$ cat config.mk
export PLATFORM = sky130hd
export DESIGN_NAME = bcd_display_scanner_flat
export DESIGN_NICKNAME = d
export VERILOG_FILES = /design/src/rtl/bcd_display_scanner_if.sv /design/src/rtl/bcd_display_scanner.sv /design/src/flat_wrapper.sv
export SDC_FILE = /design/constraint.sdc
export NUM_CORES = 1
export LEC_CHECK = 0
export BUFFER_PORTS_ARGS = -buffer_cell sky130_fd_sc_hd__clkbuf_2
export CELL_PAD_IN_SITES_DETAIL_PLACEMENT = 1
export CELL_PAD_IN_SITES_GLOBAL_PLACEMENT = 1
export CORE_MARGIN = 8
export CORE_UTILIZATION = 30
export DETAILED_ROUTE_END_ITERATION = 12
export GPL_ROUTABILITY_DRIVEN = 0
export PLACE_DENSITY = 0.68
export SYNTH_ARGS = -nofsm -noshare
export SYNTH_HDL_FRONTEND = slang
export SYNTH_SLANG_ARGS = --single-unit
$ cat constraint.sdc
create_clock -name clk -period 3 [get_ports clk]
set_input_delay 0.6 -clock clk [delete_from_list [all_inputs] [get_ports clk]]
set_output_delay 0.6 -clock clk [all_outputs]
set_load 0.05 [all_outputs]
$ cat src/rtl/bcd_display_scanner_if.sv
// Bundle between a BCD value source and the multiplexed 7-segment scanner.
// The master supplies the value and load strobe; the slave drives the display lines.
interface bcd_display_scanner_if #(
    parameter int NUM_DIGITS = 4
);
    logic [4*NUM_DIGITS-1:0] bcd_in;
    logic [NUM_DIGITS-1:0]   dp_in;
    logic                    load;
    logic [NUM_DIGITS-1:0]   an;
    logic [6:0]              seg;
    logic                    dp;
    logic                    frame_done;

    modport master (
        output bcd_in, dp_in, load,
        input  an, seg, dp, frame_done
    );

    modport slave (
        input  bcd_in, dp_in, load,
        output an, seg, dp, frame_done
    );
endinterface

$ cat src/rtl/bcd_display_scanner.sv
// Snapshots a packed BCD value and time-multiplexes it onto a common-anode
// 7-segment display, with one blank cycle per digit change, leading-zero
// blanking, a dash for non-decimal codes and an end-of-frame pulse.
module bcd_display_scanner #(
    parameter int NUM_DIGITS  = 4,
    parameter int REFRESH_DIV = 50000,
    parameter bit BLANK_LZ    = 1'b1
) (
    input logic                  clk,
    input logic                  rst,
    bcd_display_scanner_if.slave bus
);
    localparam int PW = (REFRESH_DIV > 2) ? $clog2(REFRESH_DIV) : 1;
    localparam int IW = (NUM_DIGITS > 1) ? $clog2(NUM_DIGITS) : 1;

    logic [4*NUM_DIGITS-1:0] snap_q;
    logic [NUM_DIGITS-1:0]   dps_q;
    logic [PW-1:0]           presc_q;
    logic [IW-1:0]           idx_q;
    logic [NUM_DIGITS-1:0]   an_q, an_d;
    logic [6:0]              seg_q, seg_d;
    logic                    dp_q, dp_d;
    logic                    fd_q, fd_d;

    logic                    presc_wrap;
    logic                    idx_last;
    logic [NUM_DIGITS-1:0]   lz;
    logic [3:0]              cur_digit;
    logic                    cur_dp;
    logic                    cur_lz;

    // Active-low gfedcba; any non-decimal code shows a dash.
    function automatic logic [6:0] decode(input logic [3:0] d);
        case (d)
            4'd0:    decode = 7'b1000000;
            4'd1:    decode = 7'b1111001;
            4'd2:    decode = 7'b0100100;
            4'd3:    decode = 7'b0110000;
            4'd4:    decode = 7'b0011001;
            4'd5:    decode = 7'b0010010;
            4'd6:    decode = 7'b0000010;
            4'd7:    decode = 7'b1111000;
            4'd8:    decode = 7'b0000000;
            4'd9:    decode = 7'b0010000;
            default: decode = 7'b0111111;
        endcase
    endfunction

    assign presc_wrap = (presc_q == PW'(REFRESH_DIV - 1));
    assign idx_last   = (idx_q == IW'(NUM_DIGITS - 1));

    // Digit k is a leading zero when it and every higher digit are 4'd0; digit 0 never is.
    always_comb begin
        logic hi_zero;
        hi_zero = 1'b1;
        lz      = '0;
        for (int k = NUM_DIGITS - 1; k >= 0; k--) begin
            hi_zero = hi_zero && (snap_q[4*k +: 4] == 4'd0);
            lz[k]   = BLANK_LZ && (k != 0) && hi_zero;
        end
    end

    // Select the digit, decimal point and blank flag of the current slot.
    always_comb begin
        cur_digit = '0;
        cur_dp    = 1'b0;
        cur_lz    = 1'b0;
        for (int k = 0; k < NUM_DIGITS; k++) begin
            if (idx_q == IW'(k)) begin
                cur_digit = snap_q[4*k +: 4];
                cur_dp    = dps_q[k];
                cur_lz    = lz[k];
            end
        end
    end

    // Next display outputs; the anode stays off for the first cycle of every slot.
    always_comb begin
        an_d = '1;
        for (int k = 0; k < NUM_DIGITS; k++) begin
            if ((idx_q == IW'(k)) && (presc_q != '0)) begin
                an_d[k] = 1'b0;
            end
        end
        seg_d = cur_lz ? 7'h7F : decode(cur_digit);
        dp_d  = ~cur_dp;
        fd_d  = presc_wrap && idx_last;
    end

    // Snapshot, scan counters and registered outputs.
    always_ff @(posedge clk) begin
        if (rst) begin
            snap_q  <= '0;
            dps_q   <= '0;
            presc_q <= '0;
            idx_q   <= '0;
            an_q    <= '1;
            seg_q   <= 7'h7F;
            dp_q    <= 1'b1;
            fd_q    <= 1'b0;
        end else begin
            if (bus.load) begin
                snap_q <= bus.bcd_in;
                dps_q  <= bus.dp_in;
            end
            if (presc_wrap) begin
                presc_q <= '0;
                idx_q   <= idx_last ? '0 : idx_q + IW'(1);
            end else begin
                presc_q <= presc_q + PW'(1);
            end
            an_q  <= an_d;
            seg_q <= seg_d;
            dp_q  <= dp_d;
            fd_q  <= fd_d;
        end
    end

    assign bus.an         = an_q;
    assign bus.seg        = seg_q;
    assign bus.dp         = dp_q;
    assign bus.frame_done = fd_q;
endmodule
$ cat src/flat_wrapper.sv
// flat-port wrapper written by rule: the top's interface ports become plain ports
module bcd_display_scanner_flat 
#(
    parameter int NUM_DIGITS  = 4,
    parameter int REFRESH_DIV = 50000,
    parameter bit BLANK_LZ    = 1'b1
)
  (clk, rst, bus_bcd_in, bus_dp_in, bus_load, bus_an, bus_seg, bus_dp, bus_frame_done);
  bcd_display_scanner_if #(.NUM_DIGITS(NUM_DIGITS)) bus_i ();
  input logic clk;
  input logic rst;
  input wire logic [$bits(bus_i.bcd_in)-1:0] bus_bcd_in;
  input wire logic [$bits(bus_i.dp_in)-1:0] bus_dp_in;
  input wire logic [$bits(bus_i.load)-1:0] bus_load;
  output wire logic [$bits(bus_i.an)-1:0] bus_an;
  output wire logic [$bits(bus_i.seg)-1:0] bus_seg;
  output wire logic [$bits(bus_i.dp)-1:0] bus_dp;
  output wire logic [$bits(bus_i.frame_done)-1:0] bus_frame_done;
  assign bus_i.bcd_in = bus_bcd_in;
  assign bus_i.dp_in = bus_dp_in;
  assign bus_i.load = bus_load;
  assign bus_an = bus_i.an;
  assign bus_seg = bus_i.seg;
  assign bus_dp = bus_i.dp;
  assign bus_frame_done = bus_i.frame_done;
  bcd_display_scanner #(.NUM_DIGITS(NUM_DIGITS), .REFRESH_DIV(REFRESH_DIV), .BLANK_LZ(BLANK_LZ)) u_core (.clk(clk), .rst(rst), .bus(bus_i));
endmodule
==> results.yml <==
worst_setup_path:
  path_delay_family: "adder cells"
  crit_chain: "ha_1 -> a211oi_1 -> a211oi_4 -> ha_1 -> a21oi_1 -> o21ai_1"
  worst_setup_path_end_kind: "flip-flop"
  crit_arrival_ns: 2.43
  start_kind: "flip-flop"
  reg2regPathDepth: 6
  criticalPathCategory: "flip-flop to flip-flop"
  crit_slowest_cell: "ha_1"
  cp.depth: 6
  max_stage_delay_ns: 0.59
  worst_path_most_repeated_cell: "ha_1"
  path_max_fanout: 19
  cp.required_ns: 3.18
  crit_buf_inv: 0
sta:
  final_hold_viol_count: 0
  skew_ns: 0.0100
  tightest_slew_ns: 0.679
  rsz0062_at_grt: "false"
  final.setup.tns_ns: 0
  period_minus_slack_ns: 2.25
  fmax_mhz: 444
  relSlewSlack_pct: 54.8
  fin_crit_sh_pct: 75.0
  slew_viol_final: 0
  final-setup-viol-count: 0
clock_network:
  htreeDepth: 2
  cts_sinks: 51
  cts_tree: "done"
  cts_setup_buffers: 0
  cts_hold_buf: 0
  cts-root-buf: "clkbuf_8"
  cts_buffer_depth: 2
  worstSkewPairLatency_ns: 0.30
  clk_pin_slew_ns: 0.10
  postCtsResizedCells: 0
  cts_buffers: 5
yosys:
  ys_warn_count: 0
  synth_compound_area_share_pct: 9.69
  ys_types: 42
  synth_area_mm2: 0.00230
  syn_area_per_cell_um2: 9.46
  synth-async-reset-ratio_pct: 0
  synth_top_family_by_area: "simple AND/OR/NAND/NOR gates"
  syn_nets: 273
  synth.area.mux_share_pct: 9.15
  ys_seq_area_share_pct: 44.4
  synth_simple_gate_area_share_pct: 23.2
  synth_flop_cell: "dfxtp_1"
  synth_edf_count: 0
  ys_seq_elements: 51
  syn_inst: 243
  synth_fa_ha_area_share_pct: 3.81
  synth-xor-area-share_pct: 5.33
finish:
  n_antenna_cell: 0
  nNetsFinal: 305
  syn_to_final_growth_pct: 15.5
  drive_gt1_share_pct: 20.7
  final_common_cell: "dfxtp_1"
  final_core_util_pct: 35.1
  layout_common_cells: "51 x dfxtp_1, 45 x nor2_1, 35 x clkbuf_2, 21 x mux2i_1, 16 x nand2_1"
placed_design:
  io_buffers: 35
  dp_hpwl_um: 3890
detailed_routing:
  viasPerCell: 4.69
  wl_per_cell_um: 13.6
  vias: 1771
  final_antenna_net_count: 0
  firstDrtPassIters: 4
  drt-initial-drc-count: 32
  postRouteWirelength_um: 5150
  drc: 0
job:
  max_cap_violations: 0
power_and_ir_drop:
  p_leak_nw: 1.08
  ir_drop_v: 0.000162
  pwr_density_cell_mw_per_mm2: 518
floorplanning:
  die_w_um: 104
  rows: 32
  fp.dieArea_mm2: 0.0107
  io_pins: 36
  core_area_mm2: 0.00757
  start_util_pct: 30.4
  die_h_um: 104
global_routing:
  grt_pass1_wl_um: 9140
  gr-total-overflow: 0
  grt_pass1_vias: 1887
  grt_max_degree: 29
  track_usage_pct: 10.1
  antenna_found_initial: 0
worst_hold_path:
  hp-class: "flip-flop to flip-flop"
  holdPathStages: 1
outcome:
  outcome: "finished, final reports clean"
==> logic make-up (layout without fill, tap and decap cells) <==
family / count (synthesis) / in the layout
adder cells (fa/ha/maj): 7 / 7
flip-flops: 51 / 51
buffers and inverters: 20 / 53
multiplexers: 21 / 21
AND/OR/NAND/NOR: 101 / 101
XOR/XNOR: 14 / 14
AO/OA/AOI/OAI: 29 / 29
==> final cells by class <==
type	instances	area [um^2]
inverter	10	37.5
clock buffer	6	82.6
clock inverter	2	35.0
sequential	51	1020
timing repair buffer	35	175
multi-input combinational	172	1180
fill	889	4910
tap	102	128
==> report_power, final <==
group | switching, mW | internal [mW]
Clock | 0.222 | 0.270
Combinational | 0.101 | 0.0564
Sequential | 0.0195 | 0.707
Total | 0.342 | 1.03
==> per-stage QoR <==
| stage | cells | area [um^2] | total power [mW] | setup slack, ns | hold WS (ns) |
|---|---|---|---|---|---|
| 2_1_floorplan | 243 | 2300 | 0.855 | 1.12 | 0.452 |
| 3_3_place_gp | 370 | 2540 | 0.898 | 0.891 | 0.472 |
| 3_5_place_dp | 370 | 2540 | 0.902 | 0.776 | 0.483 |
| 4_1_cts | 378 | 2660 | 1.40 | 0.752 | 0.505 |
| 5_1_grt | 378 | 2660 | 1.45 | 0.543 | 0.527 |
| 6_report | 378 | 2660 | 1.38 | 0.750 | 0.496 |
==> synthesized netlist by cell type, types with 2 or more instances <==
cell	count	share of area, %
nor2b_1	3	0.82
clkbuf_1	2	0.33
nand2b_1	2	0.54
mux2i_1	21	9.1
nor3_2	2	0.87
o21ai_0	2	0.44
dfxtp_1	51	44
buf_2	3	0.65
nand3_2	3	1.3
ha_1	7	3.8
o21ai_1	6	1.3
nand3b_1	5	1.6
o2111ai_1	2	0.76
nor2_1	45	7.3
a211oi_4	2	1.7
a21oi_1	7	1.5
nand3_1	2	0.44
xnor2_1	7	2.7
a211oi_1	4	1.3
and3_1	3	0.82
buf_6	2	0.98
inv_1	10	1.6
nor4_1	3	0.82
nor3b_1	5	1.6
a221o_1	2	0.87
nor3_1	3	0.65
buf_4	2	0.65
nand4_1	2	0.54
xor2_1	7	2.7
nand2_1	16	2.6
==> registers in the layout, indices dropped and copies added, names as in the netlist <==
signal and cells:
u_core.dps_q 4, u_core.snap_q 16, u_core.presc_q 16, u_core.bus.an 4, u_core.idx_q 2, u_core.bus.frame_done 1, u_core.bus.seg 7, u_core.bus.dp 1
==> path summary, 6_finish.rpt <==
kind                             endpoint                    startpoint  slack, ns
max          u_core.bus.seg[1]$_SDFF_PP1_  u_core.idx_q[0]$_SDFFE_PP0P_       0.75
min          u_core.presc_q[0]$_SDFF_PP0_  u_core.presc_q[0]$_SDFF_PP0_       0.50
max reg2reg  u_core.bus.seg[1]$_SDFF_PP1_  u_core.idx_q[0]$_SDFFE_PP0P_       0.75
min reg2reg  u_core.presc_q[0]$_SDFF_PP0_  u_core.presc_q[0]$_SDFF_PP0_       0.50
==> routing by layer <==
metal	GRT usage, %	vias to the layer above	routed length (um)	part of all wire, %
met3	3.04	5	202	3.9
li1	-	892	-	-
met4	4.09	0	63	1.2
met2	17.3	23	2610	51
met1	11.5	851	2280	44
met5	0	-	0	0
Note: power is estimated with default switching activity, not from simulation.
